<file path="config.mk">
export PLATFORM = sky130hd
export DESIGN_NAME = ram_fill_dump_ctrl
export DESIGN_NICKNAME = d
export VERILOG_FILES = /design/src/rtl/ram_fill_dump_ctrl.sv
export SDC_FILE = /design/constraint.sdc
export NUM_CORES = 1
export LEC_CHECK = 0
export CELL_PAD_IN_SITES_DETAIL_PLACEMENT = 0
export CELL_PAD_IN_SITES_GLOBAL_PLACEMENT = 1
export CORE_MARGIN = 5
export CORE_UTILIZATION = 35
export CTS_CLUSTER_DIAMETER = 60
export DETAILED_ROUTE_END_ITERATION = 10
export PLACE_DENSITY = 0.95
export SYNTH_ARGS = -nofsm -noshare
export SYNTH_HDL_FRONTEND = slang
export SYNTH_SLANG_ARGS = --single-unit
export TNS_END_PERCENT = 50
</file>
<file path="constraint.sdc">
create_clock -name clk -period 3.42 [get_ports clk]
set_clock_uncertainty 0.2 [all_clocks]
set_input_delay 0.684 -clock clk [delete_from_list [all_inputs] [get_ports clk]]
set_output_delay 0.684 -clock clk [all_outputs]
set_load 0.02 [all_outputs]
</file>
<file path="src/rtl/ram_fill_dump_ctrl.sv">
// Fill/dump controller for a 16x8 single-port RAM with a one-cycle synchronous read.
// Optional RAM_FILL_DUMP_CLEAR_EN zeroes each RAM entry after it has been dumped.
module ram_fill_dump_ctrl #(
    parameter int DATA_W = 8,
    parameter int ADDR_W = 4,
    parameter int DEPTH  = 16
) (
    input  logic              clk,
    input  logic              rst,
    input  logic [DATA_W-1:0] in_data,
    input  logic              in_valid,
    output logic              in_ready,
    input  logic              dump_req,
    output logic [DATA_W-1:0] out_data,
    output logic              out_valid,
    input  logic              out_ready,
    output logic [ADDR_W:0]   count,
    output logic              busy,
    output logic [DATA_W-1:0] ram_din,
    output logic [ADDR_W-1:0] ram_addr,
    output logic              ram_wr_en,
    input  logic [DATA_W-1:0] ram_out
);

`ifdef RAM_FILL_DUMP_CLEAR_EN
    typedef enum logic [2:0] {StIdle, StRdAddr, StRdWait, StOut, StClr} state_t;
`else
    typedef enum logic [1:0] {StIdle, StRdAddr, StRdWait, StOut} state_t;
`endif

    localparam logic [ADDR_W:0] DepthCnt = (ADDR_W + 1)'(DEPTH);
    localparam logic [ADDR_W:0] One      = (ADDR_W + 1)'(1);

    state_t              state_q, state_d;
    logic [ADDR_W:0]     count_q, count_d;
    logic [ADDR_W-1:0]   rp_q, rp_d;
    logic [DATA_W-1:0]   out_data_q, out_data_d;
    logic                last_entry;

    assign last_entry = ({1'b0, rp_q} == (count_q - One));
    assign count      = count_q;
    assign out_data   = out_data_q;
    assign busy       = (state_q != StIdle);

    always_ff @(posedge clk or posedge rst) begin
        if (rst) begin
            state_q    <= StIdle;
            count_q    <= '0;
            rp_q       <= '0;
            out_data_q <= '0;
        end else begin
            state_q    <= state_d;
            count_q    <= count_d;
            rp_q       <= rp_d;
            out_data_q <= out_data_d;
        end
    end

    always_comb begin
        state_d    = state_q;
        count_d    = count_q;
        rp_d       = rp_q;
        out_data_d = out_data_q;
        in_ready   = 1'b0;
        out_valid  = 1'b0;
        ram_din    = '0;
        ram_addr   = '0;
        ram_wr_en  = 1'b0;

        unique case (state_q)
            StIdle: begin
                // Gated by rst so no write can leak out while reset is held.
                in_ready = !rst && (count_q < DepthCnt) && !dump_req;
                if (dump_req && (count_q != '0)) begin
                    rp_d    = '0;
                    state_d = StRdAddr;
                end else if (in_valid && in_ready) begin
                    ram_addr  = count_q[ADDR_W-1:0];
                    ram_din   = in_data;
                    ram_wr_en = 1'b1;
                    count_d   = count_q + One;
                end
            end
            StRdAddr: begin
                ram_addr = rp_q;
                state_d  = StRdWait;
            end
            StRdWait: begin
                out_data_d = ram_out;
                state_d    = StOut;
            end
            StOut: begin
                out_valid = 1'b1;
                if (out_ready) begin
`ifdef RAM_FILL_DUMP_CLEAR_EN
                    state_d = StClr;
`else
                    if (last_entry) begin
                        count_d = '0;
                        state_d = StIdle;
                    end else begin
                        rp_d    = rp_q + 1'b1;
                        state_d = StRdAddr;
                    end
`endif
                end
            end
`ifdef RAM_FILL_DUMP_CLEAR_EN
            StClr: begin
                ram_addr  = rp_q;
                ram_wr_en = 1'b1;
                if (last_entry) begin
                    count_d = '0;
                    state_d = StIdle;
                end else begin
                    rp_d    = rp_q + 1'b1;
                    state_d = StRdAddr;
                end
            end
`endif
            default: state_d = StIdle;
        endcase
    end

endmodule

</file>
After elaboration in Yosys (flattened, before gate mapping)
Cells that the tools add are included.

word-level totals
  flip-flop bits (word level) = 19
  bits of input ports = 21
  output and inout bits = 29
  word-level logic and storage cells = 55

cells by class
  $add $sub $neg = 3
  order comparisons = 1
  equality and inequality tests = 10
  multiplexer cells = 24
  reduce and logical (&&, ||, !) cells = 13

operators with widths
  operator               number
  $mux W8                3
  $mux W4                5
  $mux W5                4
  $pmux W4 S2            2
  $ne A2 B2 Y1 const B   6
  $pmux W5 S2            1
  $pmux W2 S4            1
  $mux W1                6
  $add A5 B1 Y5 const B  1
  $eq A4 B5 Y1           1
  $lt A5 B5 Y1 const B   1
  $reduce_and A5 Y1      1
  $reduce_bool A5 Y1     1
  $sub A5 B1 Y5 const B  1
  $add A4 B1 Y4 const B  1
  $eq A2 B2 Y1 const B   2
  $logic_and A1 B1 Y1    4
  $mux W2                2
  $reduce_and A4 Y1      1
  $reduce_bool A2 Y1     2
  $eq A2 B1 Y1 const B   1
  $logic_not A1 Y1       2
  $logic_not A2 Y1       1
  $reduce_and A2 Y1      1

Longest topological paths before layout
  depth after elaboration = 7
  depth in mapped cells = 8

Least setup slack after synthesis
Ideal clock, no wire load.

  kind = input port to output port
  from = input port dump_req
  to = output port ram_addr[3]
  data arrival time = 1.908 ns
  data required time = 2.536 ns
  slack = 0.628 ns
  cell stages on the path = 4
  cells stage by stage = or4b_4 -> nor2_1 -> buf_2 -> a22o_1

on the way
  word-level cells in the longest chain between the ends = 6

RTL lines
  what                 RTL line  source
  start, declared      13        input logic dump_req,
  $logic_not A1 Y1     73        in_ready = !rst && (count_q < DepthCnt) && !dump_req;
  $logic_and A1 B1 Y1  73
  $logic_and A1 B1 Y1  77        end else if (in_valid && in_ready) begin
  $mux W4              77
  $mux W4 *            74        if (dump_req && (count_q != '0)) begin
  $pmux W4 S2 *        70        unique case (state_q)
  end, declared        20        output logic [ADDR_W-1:0] ram_addr,

Mark *: on every way between the ends. The rest lies on a longest branch, timed or not.

Final worst setup path
  from = input port dump_req
  to = output port ram_din[0]

on the way
  word-level cells in the longest chain between the ends = 6

RTL lines
  what                 RTL line  source
  $logic_not A1 Y1     73
  $logic_and A1 B1 Y1  73
  $logic_and A1 B1 Y1  77
  $mux W8              77
  $mux W8 *            74
  $mux W8 *            70
  end, declared        19        output logic [DATA_W-1:0] ram_din,

Marked as above.

==> flow_summary.ini <==
[outcome]
status = finished clean

[yosys]
synth_adder_area_share = 0.0685
syn_inst = 121
muxShareOfSynthArea = 0.0949
synthesis.area_um2 = 1280
synth-simple-area-share = 0.201
ys_ff_latch = 19
synth_edf_count = 0
synth_ff_type = dfrtp_1
async_reset_ff_frac = 1.00
synth_top_family_by_area = simple AND/OR/NAND/NOR gates
yosysSeqAreaShare = 0.372
synth_compound_area_frac = 0.159
synth_cell_types = 45
synth_xor_area_frac = 0.0577
synthesis.area_per_instance_um2 = 10.6
yosys_warnings = 0
synthesis.nets = 149

[route]
vias_per_cell = 5.03
firstDrtPassIters = 4
wl_um = 3130
first_iter_violations = 64
vias = 1106
wl_per_cell_um = 14.2
drc = 0
ant_nets = 0

[critical_path]
worstPathRequired_ns = 2.54
critPathCapture = ram_din[0]
rr_startpoint = count[0]$_DFFE_PP0P_
end_kind = primary output
r2r_slack_ns = 1.17
r2r_end = count[0]$_DFFE_PP0P_
r2r.worst_path.cells = 7
startpoint = dump_req
arrival_ns = 2.41
path_class = input pin to primary output
worstSetupStartpointType = input pin
crit_fanout = 13

[sta]
fmax_mhz = 304
hold_viol = 0
relSlewSlack = 0.505
grt_setup_unrepaired = false
fin_crit_sh = 0.962
setup_ws_ns = 0.129
whs_ns = 0.309
post-route-min-period_ns = 3.29
slew_viol_final = 0
setup_viol = 0
worst_pin_slew_ns = 0.741

[die]
pin_count = 50
die_h_um = 70.4
initial_core_util = 0.355
fp.dieArea_um2 = 4960
rows = 22
die_w_um = 70.4
core-area_um2 = 3610

[pwr]
p_seq_frac = 0.312
pwr-share-comb = 0.577
switching_power_w = 0.000609
power.density_nw_per_um2 = 774
swShare = 0.424
power_w = 0.00144
p_clk_frac = 0.111
p_leak_nw = 0.857
vdd_drop_max_v = 0.000452
p_int_w = 0.000828

[global_routing]
grt_max_degree = 20
gr-total-overflow = 0
grt_usage = 0.131
grt_pass1_wl_um = 5340
grt_pass1_vias = 1132
antenna_found_initial = 0

[clock_network]
hold_buffers = 0
cts_num_sinks = 19
h-tree-depth = 1
clk_latency_ns = 0.26
clockBufferDepth = 2
cts_tree = done
cts_resized = 13
clk_pin_slew_worst_paths_ns = 0.08
cts_setup_buffers = 0
root_buffer = clkbuf_8
cts_buffers = 3

[placement]
dp_worst_setup_slack_ns = -0.149
dpl.cell_count = 216
gp_congestion = 0.802
io_buffers = 49
hpwlAfterDp_um = 2500

[final_layout]
nFillCells = 338
num_antenna_cells = 0
area_delta_synth_final_pct = 45.2
fin_cells = 220
drive_gt1_frac = 0.174
nets = 201

[flow_run]
max_cap_violations = 0

[min_path]
worstHoldPathType = flip-flop to flip-flop
==> layout by cell type (no fill, tap or decap), types with 2 or more instances in the layout <==
master,count
a21o_1,4
a21oi_1,3
a22o_1,5
and2_1,8
buf_4,4
clkbuf_8,3
clkdlybuf4s50_1,36
dfrtp_1,19
dlygate4sd2_1,13
ha_1,7
inv_1,7
mux2_2,9
mux2i_1,2
nand2_1,9
nand2b_1,3
nand3_1,4
nor2_1,3
nor3_2,2
o21ai_1,2
xor2_1,3
==> sequential cells by signal, indices dropped and copies added (netlist names) <==
signal / cells
rp_q: 4
count: 5
out_data: 8
state_q: 2
==> area by class of cell <==
class | instances | area [um2] | share of cell area
tap | 48 | 60.1 | 0.0323
clock buffer | 3 | 41.3 | 0.0222
timing repair buffer | 53 | 504 | 0.272
clock inverter | 1 | 7.51 | 0.00404
multi-input combinational | 89 | 742 | 0.400
inverter | 7 | 26.3 | 0.0142
sequential | 19 | 475 | 0.256
==> power by group through the flow <==
stage / registers [W] / logic, W / clock network (W)
final: 0.000448 / 0.000830 / 0.000160
after global routing: 0.000469 / 0.000904 / 0.000179
after CTS: 0.000450 / 0.000841 / 0.000166
after detailed placement: 0.000454 / 0.000841 / 0
after global placement: 0.000443 / 0.000817 / 0
after floorplan: 0.000496 / 0.000505 / 0
==> logic make-up (layout without fill, tap and decap cells) <==
logic type	count (synthesis)	count (layout)
buf+inv	13	64
mux	11	11
xor+xnor	6	6
fa+ha+maj	7	7
flops	19	19
simple gates	39	39
compound gates	26	26
==> worst min-delay path by stage <==
| stage | from | endpoint | cells after the start |
|---|---|---|---|
| after floorplan | rp_q[2]$_DFFE_PP0P_ | rp_q[2]$_DFFE_PP0P_ | 2 |
| after global placement | out_data[7]$_DFFE_PP0N_ | out_data[7]$_DFFE_PP0N_ | 1 |
| after detailed placement | out_data[0]$_DFFE_PP0N_ | out_data[0]$_DFFE_PP0N_ | 1 |
| after CTS | out_data[0]$_DFFE_PP0N_ | out_data[0]$_DFFE_PP0N_ | 1 |
| after global routing | out_data[0]$_DFFE_PP0N_ | out_data[0]$_DFFE_PP0N_ | 1 |
| final | out_data[0]$_DFFE_PP0N_ | out_data[0]$_DFFE_PP0N_ | 1 |
==> stage by stage <==
step                      TNS (ns)  utilization  area, um2
after detailed placement     -1.59        0.506       1820
final                            0        0.515       1860
after global placement       -1.47        0.506       1820
after CTS                        0        0.515       1860
after global routing             0        0.515       1860
after floorplan                  0            -       1280
==> critical path, stage by stage <==
cell and delay (ns):
clkdlybuf4s50_1 0.42, or4b_4 0.54, nor2_1 0.11, buf_4 0.18
and2_1 0.13, dlygate4sd2_1 0.34
==> per-layer routing <==
metal	up-vias	share of wire	global-route usage	wire (um)
met5	-	0	0	0
met1	521	0.43	0.153	1330
met3	2	0.096	0.0604	299
met4	0	0.0026	0.0128	8
li1	537	-	-	-
met2	46	0.48	0.228	1490
==> cell usage after synthesis, types with 2 or more instances <==
cell type / instances / area share
dfrtp_1: 19 / 0.37
mux2_2: 9 / 0.079
nand2_1: 9 / 0.026
and2_1: 8 / 0.039
ha_1: 7 / 0.068
inv_1: 7 / 0.021
a22o_1: 5 / 0.034
a21o_1: 4 / 0.023
nand3_1: 4 / 0.016
a21oi_1: 3 / 0.012
clkbuf_1: 3 / 0.0088
nand2b_1: 3 / 0.015
nor2_1: 3 / 0.0088
xor2_1: 3 / 0.021
mux2i_1: 2 / 0.016
nor3_2: 2 / 0.016
o21ai_1: 2 / 0.0078
Power figures use the tool's default switching activity.
